--- src/rtl/ce_sync_pkg.sv ---
// ce_sync_pkg: shared types and constants for the ce_sync_fifo consumer stage.
//   rx_state_t : upstream (receive) handshake FSM states
//   tx_state_t : downstream (transmit) handshake FSM states
//   KEEP/DELETE: encodings of the Exb keep flag
package ce_sync_pkg;

  typedef enum logic {
    RX_IDLE = 1'b0,
    RX_ACK  = 1'b1
  } rx_state_t;

  typedef enum logic [1:0] {
    TX_IDLE = 2'd0,
    TX_SEND = 2'd1,
    TX_RET  = 2'd2
  } tx_state_t;

  localparam logic KEEP   = 1'b1;
  localparam logic DELETE = 1'b0;

endpackage

--- src/rtl/ce_sync_fifo_hs_sync.sv ---
// hs_sync: STAGES-deep single-bit synchronizer for an asynchronous
// handshake level, with asynchronous active-low clear.
// Ports:
//   i_clk   - sampling clock, rising edge
//   i_rst_n - asynchronous active-low clear of every stage
//   i_d     - asynchronous level input
//   o_q     - synchronized level (i_d delayed by STAGES flops)
module hs_sync #(
  parameter int STAGES = 2
) (
  input  logic i_clk,
  input  logic i_rst_n,
  input  logic i_d,
  output logic o_q
);

  logic [STAGES-1:0] r_sync;

  always_ff @(posedge i_clk or negedge i_rst_n) begin
    if (!i_rst_n) begin
      r_sync <= '0;
    end else begin
      r_sync <= {r_sync[STAGES-2:0], i_d};
    end
  end

  assign o_q = r_sync[STAGES-1];

endmodule

--- src/rtl/ce_sync_fifo.sv ---
// ce_sync_fifo: clocked consumer behind a self-timed eliminating C-element.
// Accepts packets on a four-phase Send_in/Ack_out handshake, drops those
// with Exb_in=DELETE (after acknowledging them), buffers kept packets in a
// DEPTH-entry FIFO and re-emits them on a four-phase Send_out/Ack_in
// handshake.
// Ports:
//   CP, MR_n           - clock (rising) and async active-low master reset
//   Send_in, Data_in,  - upstream request, bundled data and keep flag
//   Exb_in, Ack_out      and the upstream acknowledge
//   Send_out, Data_out,- downstream request, data and acknowledge
//   Ack_in
//   Count, Full, Empty - FIFO occupancy and its decodes
//   Drop_cnt           - saturating count of deleted packets
//   o_dbg_rx_state,    - current RX / TX FSM state for observation
//   o_dbg_tx_state
// Handshakes: each side is four-phase. A request rises, the acknowledge
// rises, the request falls, the acknowledge falls; data is valid from the
// request rising until the acknowledge rising. Incoming levels are only
// used after the SYNC_STAGES synchronizers.
module ce_sync_fifo
  import ce_sync_pkg::*;
#(
  parameter int WIDTH       = 16,
  parameter int DEPTH       = 8,
  parameter int SYNC_STAGES = 2,
  parameter int DROP_W      = 16
) (
  input  logic                       CP,
  input  logic                       MR_n,
  input  logic                       Send_in,
  input  logic [WIDTH-1:0]           Data_in,
  input  logic                       Exb_in,
  output logic                       Ack_out,
  output logic                       Send_out,
  output logic [WIDTH-1:0]           Data_out,
  input  logic                       Ack_in,
  output logic [$clog2(DEPTH):0]     Count,
  output logic                       Full,
  output logic                       Empty,
  output logic [DROP_W-1:0]          Drop_cnt,
  output logic                       o_dbg_rx_state,
  output logic [1:0]                 o_dbg_tx_state
);

  localparam int AW = $clog2(DEPTH);
  localparam int CW = AW + 1;

  logic             w_s;
  logic             w_a;
  rx_state_t        r_rx_state, w_rx_next;
  tx_state_t        r_tx_state, w_tx_next;
  logic             w_wr, w_drop, w_ack_set, w_ack_clr;
  logic             w_load, w_pop;
  logic             w_full, w_empty;
  logic [AW-1:0]    r_wptr, r_rptr;
  logic [CW-1:0]    r_count;
  logic [DROP_W-1:0] r_drop;
  logic             r_ack, r_send;
  logic [WIDTH-1:0] r_data_out;
  logic [WIDTH-1:0] r_mem [DEPTH];

  hs_sync #(.STAGES(SYNC_STAGES)) u_sync_send (
    .i_clk(CP), .i_rst_n(MR_n), .i_d(Send_in), .o_q(w_s)
  );

  hs_sync #(.STAGES(SYNC_STAGES)) u_sync_ack (
    .i_clk(CP), .i_rst_n(MR_n), .i_d(Ack_in), .o_q(w_a)
  );

  assign w_full  = (r_count == CW'(DEPTH));
  assign w_empty = (r_count == '0);

  // RX: a delete is always accepted; a keep waits for space.
  always_comb begin
    w_rx_next = r_rx_state;
    w_wr      = 1'b0;
    w_drop    = 1'b0;
    w_ack_set = 1'b0;
    w_ack_clr = 1'b0;
    case (r_rx_state)
      RX_IDLE: begin
        if (w_s) begin
          if (Exb_in == DELETE) begin
            w_drop    = 1'b1;
            w_ack_set = 1'b1;
            w_rx_next = RX_ACK;
          end else if (!w_full) begin
            w_wr      = 1'b1;
            w_ack_set = 1'b1;
            w_rx_next = RX_ACK;
          end
        end
      end
      RX_ACK: begin
        if (!w_s) begin
          w_ack_clr = 1'b1;
          w_rx_next = RX_IDLE;
        end
      end
      default: w_rx_next = RX_IDLE;
    endcase
  end

  // TX: the head entry is popped on the acknowledge, not on the load, so
  // Count includes the word currently presented on Data_out. The extra !w_a
  // guard keeps Send_out from rising against a stale acknowledge.
  always_comb begin
    w_tx_next = r_tx_state;
    w_load    = 1'b0;
    w_pop     = 1'b0;
    case (r_tx_state)
      TX_IDLE: begin
        if (!w_empty && !w_a) begin
          w_load    = 1'b1;
          w_tx_next = TX_SEND;
        end
      end
      TX_SEND: begin
        if (w_a) begin
          w_pop     = 1'b1;
          w_tx_next = TX_RET;
        end
      end
      TX_RET: begin
        if (!w_a) w_tx_next = TX_IDLE;
      end
      default: w_tx_next = TX_IDLE;
    endcase
  end

  always_ff @(posedge CP or negedge MR_n) begin
    if (!MR_n) begin
      r_rx_state <= RX_IDLE;
      r_tx_state <= TX_IDLE;
      r_wptr     <= '0;
      r_rptr     <= '0;
      r_count    <= '0;
      r_drop     <= '0;
      r_ack      <= 1'b0;
      r_send     <= 1'b0;
      r_data_out <= '0;
    end else begin
      r_rx_state <= w_rx_next;
      r_tx_state <= w_tx_next;
      if (w_wr) r_wptr <= r_wptr + AW'(1);
      if (w_pop) r_rptr <= r_rptr + AW'(1);
      case ({w_wr, w_pop})
        2'b10:   r_count <= r_count + CW'(1);
        2'b01:   r_count <= r_count - CW'(1);
        default: r_count <= r_count;
      endcase
      if (w_drop && (r_drop != {DROP_W{1'b1}})) r_drop <= r_drop + DROP_W'(1);
      if (w_ack_set) r_ack <= 1'b1;
      else if (w_ack_clr) r_ack <= 1'b0;
      if (w_load) begin
        r_send     <= 1'b1;
        r_data_out <= r_mem[r_rptr];
      end else if (w_pop) begin
        r_send     <= 1'b0;
      end
    end
  end

  // Storage has no reset; its contents are meaningless until written.
  always_ff @(posedge CP) begin
    if (w_wr) r_mem[r_wptr] <= Data_in;
  end

  assign Ack_out        = r_ack;
  assign Send_out       = r_send;
  assign Data_out       = r_data_out;
  assign Count          = r_count;
  assign Full           = w_full;
  assign Empty          = w_empty;
  assign Drop_cnt       = r_drop;
  assign o_dbg_rx_state = r_rx_state;
  assign o_dbg_tx_state = r_tx_state;

endmodule

--- config.mk ---
export PLATFORM = sky130hd
export DESIGN_NAME = ce_sync_fifo
export DESIGN_NICKNAME = d
export VERILOG_FILES = /design/src/rtl/ce_sync_pkg.sv /design/src/rtl/ce_sync_fifo_hs_sync.sv /design/src/rtl/ce_sync_fifo.sv
export SDC_FILE = /design/constraint.sdc
export NUM_CORES = 1
export LEC_CHECK = 0
export BUFFER_PORTS_ARGS = -buffer_cell sky130_fd_sc_hd__buf_2
export CORE_UTILIZATION = 49
export CTS_CLUSTER_DIAMETER = 80
export CTS_CLUSTER_SIZE = 10
export DETAILED_ROUTE_END_ITERATION = 16
export HOLD_SLACK_MARGIN = 0.02
export PLACE_DENSITY = 0.68
export SETUP_SLACK_MARGIN = 0.15
export SLEW_MARGIN = 20
export SYNTH_ARGS = -nofsm -noshare
export SYNTH_HDL_FRONTEND = slang
export SYNTH_SLANG_ARGS = --single-unit
--- constraint.sdc ---
create_clock -name CP -period 2.9 [get_ports CP]
set_input_delay 0.145 -clock CP [delete_from_list [all_inputs] [get_ports CP]]
set_output_delay 0.145 -clock CP [all_outputs]
set_load 0.1 [all_outputs]
Word level (Yosys, flattened, before mapping)
Memory sizes are Yosys's and may differ from the RTL's. A register that Yosys moved wholly into a read port is not among the register bits.
Cells that the tools add are included.
{"block": "word_totals", "ff_bits": 35, "latchBits": 0, "ramBits": 128, "rom_bits": 0, "elab_cells": 66, "memories": 1}
{"block": "op_classes", "addsub": 5, "mul": 0, "n_div": 0, "magnitude_cmp": 0, "n_eq_ne": 9, "shifts": 0, "muxes": 29, "n_bitwise": 1, "n_reduce_logical": 11}
{"memory": "r_mem", "depth": 8, "word_bits": 16, "rd": 1, "rd_clocked_by_memory_dff": 1, "write_ports": 1, "line": "ce_sync_fifo.sv:60", "rtl": "logic [WIDTH-1:0] r_mem [DEPTH];"}
{"op": "$mux W1", "count": 23}
{"op": "$add A16 B1 Y16 const B", "count": 1}
{"op": "$ne A16 B16 Y1 const B", "count": 1}
{"op": "$pmux W4 S2", "count": 1}
{"op": "$add A3 B1 Y3 const B", "count": 2}
{"op": "$mux W2", "count": 3}
{"op": "$pmux W2 S3", "count": 1}
{"op": "$reduce_bool A2 Y1", "count": 3}
{"op": "$add A4 B1 Y4 const B", "count": 1}
{"op": "$eq A2 B1 Y1 const B", "count": 2}
{"op": "$eq A2 B2 Y1 const B", "count": 2}
{"op": "$eq A4 B4 Y1 const B", "count": 1}
{"op": "$logic_not A4 Y1", "count": 1}
{"op": "$ne A2 B2 Y1 const B", "count": 2}
{"op": "$sub A4 B1 Y4 const B", "count": 1}
{"op": "$logic_not A1 Y1", "count": 3}
{"op": "$reduce_and A3 Y1", "count": 1}
{"op": "$logic_and A1 B1 Y1", "count": 2}
{"op": "$logic_not A2 Y1", "count": 1}
{"op": "$ne A2 B1 Y1 const B", "count": 1}
{"op": "$pmux W1 S2", "count": 1}
{"op": "$not A1 Y1", "count": 1}

Longest topological paths before layout
{"block": "depth", "depth_word": 7, "ltp_mapped": 11}

Modules after synthesis
From an unflattened synthesis, not the netlist that was laid out.
{"block": "hier_totals", "hier_cells": 392, "hier_area_um2": 7000.5}
{"module": "ce_sync_fifo", "instances": 1, "cells_per_inst": 388, "area_each_um2": 6900.4, "seq_area_each_um2": 5019.8}
{"module": "hs_sync", "instances": 2, "cells_per_inst": 2, "area_each_um2": 50.0, "seq_area_each_um2": 50.0}

Worst setup path before layout
No wires, ideal clock.
{"block": "synth_timing", "kind": "register to register", "startpoint": "reg r_count[3] (netlist: Count[3])", "endpoint": "reg r_count[2] (netlist: Count[2])", "arrival_ps": 3597, "required_time_ps": 2732, "setup_slack_ps": -865, "stages_incl_launch_ff": 11, "n_path_buf": 0, "synth_period_minus_slack_ps": 3765, "cell_sequence": "dfrtp_1 nor4b_4 and4bb_2 inv_1 ha_1 xor2_1 ha_1 a21oi_1 xor2_1 nor2_1 xor2_1"}
{"block": "synth_between", "elab_chain_cells": 7, "word_cells_on_any_way": 9, "cone_classes": "eq/ne (3); mux (5); reduce/logical (1)"}
{"element": "start: declaration", "line": "ce_sync_fifo.sv:56", "rtl": "logic [CW-1:0] r_count;"}
{"element": "start signal: assignment", "line": "ce_sync_fifo.sv:148", "rtl": "2'b10: r_count <= r_count + CW'(1);"}
{"element": "start signal: assignment", "line": "ce_sync_fifo.sv:149", "rtl": "2'b01: r_count <= r_count - CW'(1);"}
{"element": "start signal: assignment", "line": "ce_sync_fifo.sv:150", "rtl": "default: r_count <= r_count;"}
{"element": "$eq A4 B4 Y1 *", "line": "ce_sync_fifo.sv:70", "rtl": "assign w_full = (r_count == CW'(DEPTH));"}
{"element": "named net Full", "line": "ce_sync_fifo.sv:38", "rtl": "output logic Full,"}
{"element": "$mux W1 *", "line": "ce_sync_fifo.sv:87", "rtl": "end else if (!w_full) begin"}
{"element": "$mux W1 *", "line": "ce_sync_fifo.sv:83", "rtl": "if (Exb_in == DELETE) begin"}
{"element": "$mux W1 *", "line": "ce_sync_fifo.sv:82", "rtl": "if (w_s) begin"}
{"element": "$mux W1 *", "line": "ce_sync_fifo.sv:80", "rtl": "case (r_rx_state)"}
{"element": "$eq A2 B1 Y1 or $eq A2 B2 Y1 (tied branches)", "line": "ce_sync_fifo.sv:147", "rtl": "case ({w_wr, w_pop})"}
{"element": "$pmux W4 S2 or $reduce_bool A2 Y1 (tied branches)"}
The timed path passes the listed nets; every way through them passes the cells marked *.
A chain may end at the register's enable or synchronous reset.

Worst setup path in the final report
{"block": "layout_timing", "startpoint": "reg r_count[1] (netlist: Count[1])", "endpoint": "reg r_count[3] (netlist: Count[3])"}
{"block": "layout_between", "elab_chain_cells": 7, "word_cells_on_any_way": 11, "cone_classes": "add/sub (2); eq/ne (3); mux (5); reduce/logical (1)"}
{"element": "$eq A4 B4 Y1", "line": "ce_sync_fifo.sv:70"}
{"element": "$mux W1", "line": "ce_sync_fifo.sv:87"}
{"element": "$mux W1", "line": "ce_sync_fifo.sv:83"}
{"element": "$mux W1", "line": "ce_sync_fifo.sv:82"}
{"element": "$mux W1", "line": "ce_sync_fifo.sv:80"}
{"element": "$eq A2 B1 Y1 or $eq A2 B2 Y1 (tied branches)", "line": "ce_sync_fifo.sv:147"}
{"element": "$pmux W4 S2 or $reduce_bool A2 Y1 (tied branches)"}
Parallel ways exist; a longest one is shown, timed or not.

==> impl_metrics.yaml <==
layout:
  fin_nets: 512
  syn2layout_area_growth_pct: 20.20
  drive_gt1_frac: 0.3260
  layout_common_cells: "edfxtp_1 (128), buf_2 (63), dfrtp_1 (46), mux4_2 (32), nand2_1 (28)"
  n_antenna_cell: 0
  final_common_cell: "edfxtp_1"
global_route:
  met1_usage: 0.2483
  use_met2: 0.3157
  grt_pass1_vias: 3826
  grt_pass1_wl_mm: 20.53
  grt-busiest-layer: "met2"
  globalRouteOverflowTotal: 0
  grt_max_degree: 38
  grt_use_met3: 0.04541
  antenna_found_initial: 0
  grt_usage: 0.1933
floorplanning:
  die_area_sq_um: 14900
  core_sq_um: 13990
  die_w_microns: 122.1
  die_h_microns: 122.1
  num_rows: 43
  initial_utilization: 0.5048
  io-pin-count: 64
yosys:
  synth_top_family_by_area: "multiplexers"
  ys_ff_latch: 179
  syn-num-nets: 417
  yosysSeqAreaShare: 0.7250
  synth_cell_types: 46
  synth_area_sq_um: 7062
  synthSimpleGateAreaFrac: 0.06272
  syn_inst: 390
  synthAdderAreaFrac: 0.01063
  synth_compound_area_frac: 0.02498
  muxShareOfSynthArea: 0.1311
  synth-edff-count: 128
  ys.flop_type: "edfxtp_1"
  synthXorXnorAreaFrac: 0.02853
  syn_avg_cell_area_sq_um: 18.11
  async_flop_share: 0.2849
  yosysWarnings: 0
place:
  place_congestion: 0.8287
  portBuffers: 63
  hpwl_mm: 7.870
min_path:
  min-delay-start: "u_sync_ack.r_sync[0]"
  worstHoldPathType: "flip-flop to flip-flop"
  whs_path_depth: 0
  min_to: "u_sync_ack.r_sync[1]"
sta:
  slew-limit-headroom: 0.4234
  fin_crit_ns: 2.306
  fmax_ghz: 0.4336
  tightest_slew_ns: 0.8650
  tns_ns: 0
  hold_violations: 0
  rsz0062_at_grt: "no"
  hold_ws_ns: 0.3536
  period_share: 0.7952
  drv_slew: 0
  finalSetupViolCount: 0
  clock-skew-final_ns: 0.007443
drt:
  drt-total-wl_mm: 13.00
  via_per_inst: 5.516
  route.detailed.drc: 0
  final_antenna_net_count: 0
  wl_per_cell_microns: 19.21
  drtIter0Drc: 156
  vias: 3734
  drt_pass1_iterations: 4
clock_network:
  cts_sinks: 179
  cts_tree: "done"
  root_buffer: "clkbuf_16"
  worstSkewPairLatency_ns: 0.43
  cts.clk_slew.worst_paths_ns: 0.06
  clockBufferDepth: 2
  post_cts_buffers: 0
  cts-buffers-inserted: 17
  cts_max_level: 4
worst_setup_path:
  critPathKind: "flip-flop to flip-flop"
  start_kind: "flip-flop"
  r2r_end: "Count[3]"
  r2r_start: "Count[1]"
  crit_path_end_kind: "flip-flop"
  critPathArrivalTime_ns: 2.65
  r2r_slack_ns: 0.59
  worstRegToRegCells: 8
  required_ns: 3.24
  path_max_fanout: 9
outcome:
  status: "finished clean"
pwr:
  powerDensity_nw_per_um2: 1044
  irDropWorstVdd_mv: 0.5458
  p_leak_uw: 0.003143
run:
  max_cap_violations: 0
through the flow:
stage	util	instance area, sq um	worst slack, ns	instances	total power, uW
2_1_floorplan	-	7161	-0.4437	390	6008
3_3_place_gp	0.5497	7690	0.7046	626	6544
3_5_place_dp	0.5497	7690	0.5883	626	6615
4_1_cts	0.6068	8488	0.5705	677	8968
5_1_grt	0.6068	8488	0.3725	677	9248
6_report	0.6068	8488	0.5938	677	8863
kinds of logic (layout without fill, tap and decap cells):
kind of cell             after synthesis  count (layout)
flip-flops                           179             179
AND/OR/NAND/NOR                       76              76
multiplexers                          52              52
AO/OA/AOI/OAI                         31              31
XOR/XNOR                              23              23
buffers and inverters                 23             130
adder cells (fa/ha/maj)                6               6
cells in the mapped netlist, types with 3 or more instances:
cell type,count,share of area
a21oi_1,3,0.0021
and3_1,5,0.0044
buf_2,12,0.0085
clkbuf_1,3,0.0016
dfrtp_1,51,0.18
edfxtp_1,128,0.54
ha_1,6,0.011
inv_1,5,0.0027
mux2_1,3,0.0048
mux2i_1,16,0.023
mux4_2,32,0.10
nand2_1,28,0.015
nand2b_1,4,0.0035
nand3_1,4,0.0028
nand4_1,7,0.0062
nor2_1,8,0.0043
o21ai_0,4,0.0028
o21ai_1,17,0.012
xnor2_1,17,0.021
xor2_1,6,0.0074
state kept, by name, summed over array words and instances (netlist names), 2 cells and up:
signal,count
r_mem,128
r_wptr,3
u_sync_ack.r_sync,2
Count,4
Data_out,16
Drop_cnt,16
o_dbg_tx_state,2
u_sync_send.r_sync,2
r_rptr,3
per-layer routing:
| metal | wire [microns] | vias to the layer above | share of wire |
|---|---|---|---|
| met5 | 0 | - | 0 |
| met4 | 197 | 0 | 0.015 |
| met3 | 569 | 16 | 0.044 |
| met2 | 6576 | 92 | 0.51 |
| met1 | 5658 | 1923 | 0.44 |
| li1 | - | 1703 | - |
how the worst max path moves through the flow:
stage	depth (start not counted)	slack (ns)	end	startpoint
floorplan	11	-0.44	Count[2]	Count[1]
global placement	8	0.70	Count[3]	Count[1]
detailed placement	8	0.59	Count[3]	Count[1]
CTS	8	0.57	Count[3]	Count[1]
global route	8	0.37	Count[3]	Count[1]
finish	8	0.59	Count[3]	Count[1]
what timing repair did:
item | in CTS | in global routing
endpoints found under the hold margin | 167 | 0
hold buffers | 20 | 0
gates resized for setup | 0 | 0
area by class of cell:
cell class              count  area, sq um
clock inverters            13        158.9
inverters                   5        18.77
multi-input cells         188         1907
fillers                  1040         5500
well taps                 180        225.2
repair buffers             94        610.6
clock buffers              18        439.2
flip-flops and latches    179         5129
power by group:
| part | internal [uW] | total [uW] | switching (uW) |
|---|---|---|---|
| Sequential | 3070 | 3410 | 344 |
| Combinational | 932 | 3140 | 2210 |
| Clock | 1370 | 2310 | 942 |
critical path, stage by stage (launching register included):
cell and delay (ns):
dfrtp_4 0.53, nor4b_4 0.32, and4bb_4 0.28, inv_2 0.09, ha_1 0.31, nor4b_1 0.29, o21ai_0 0.14, o31ai_1 0.09
xor2_1 0.17
No activity file was read; power rests on OpenSTA's default activity.
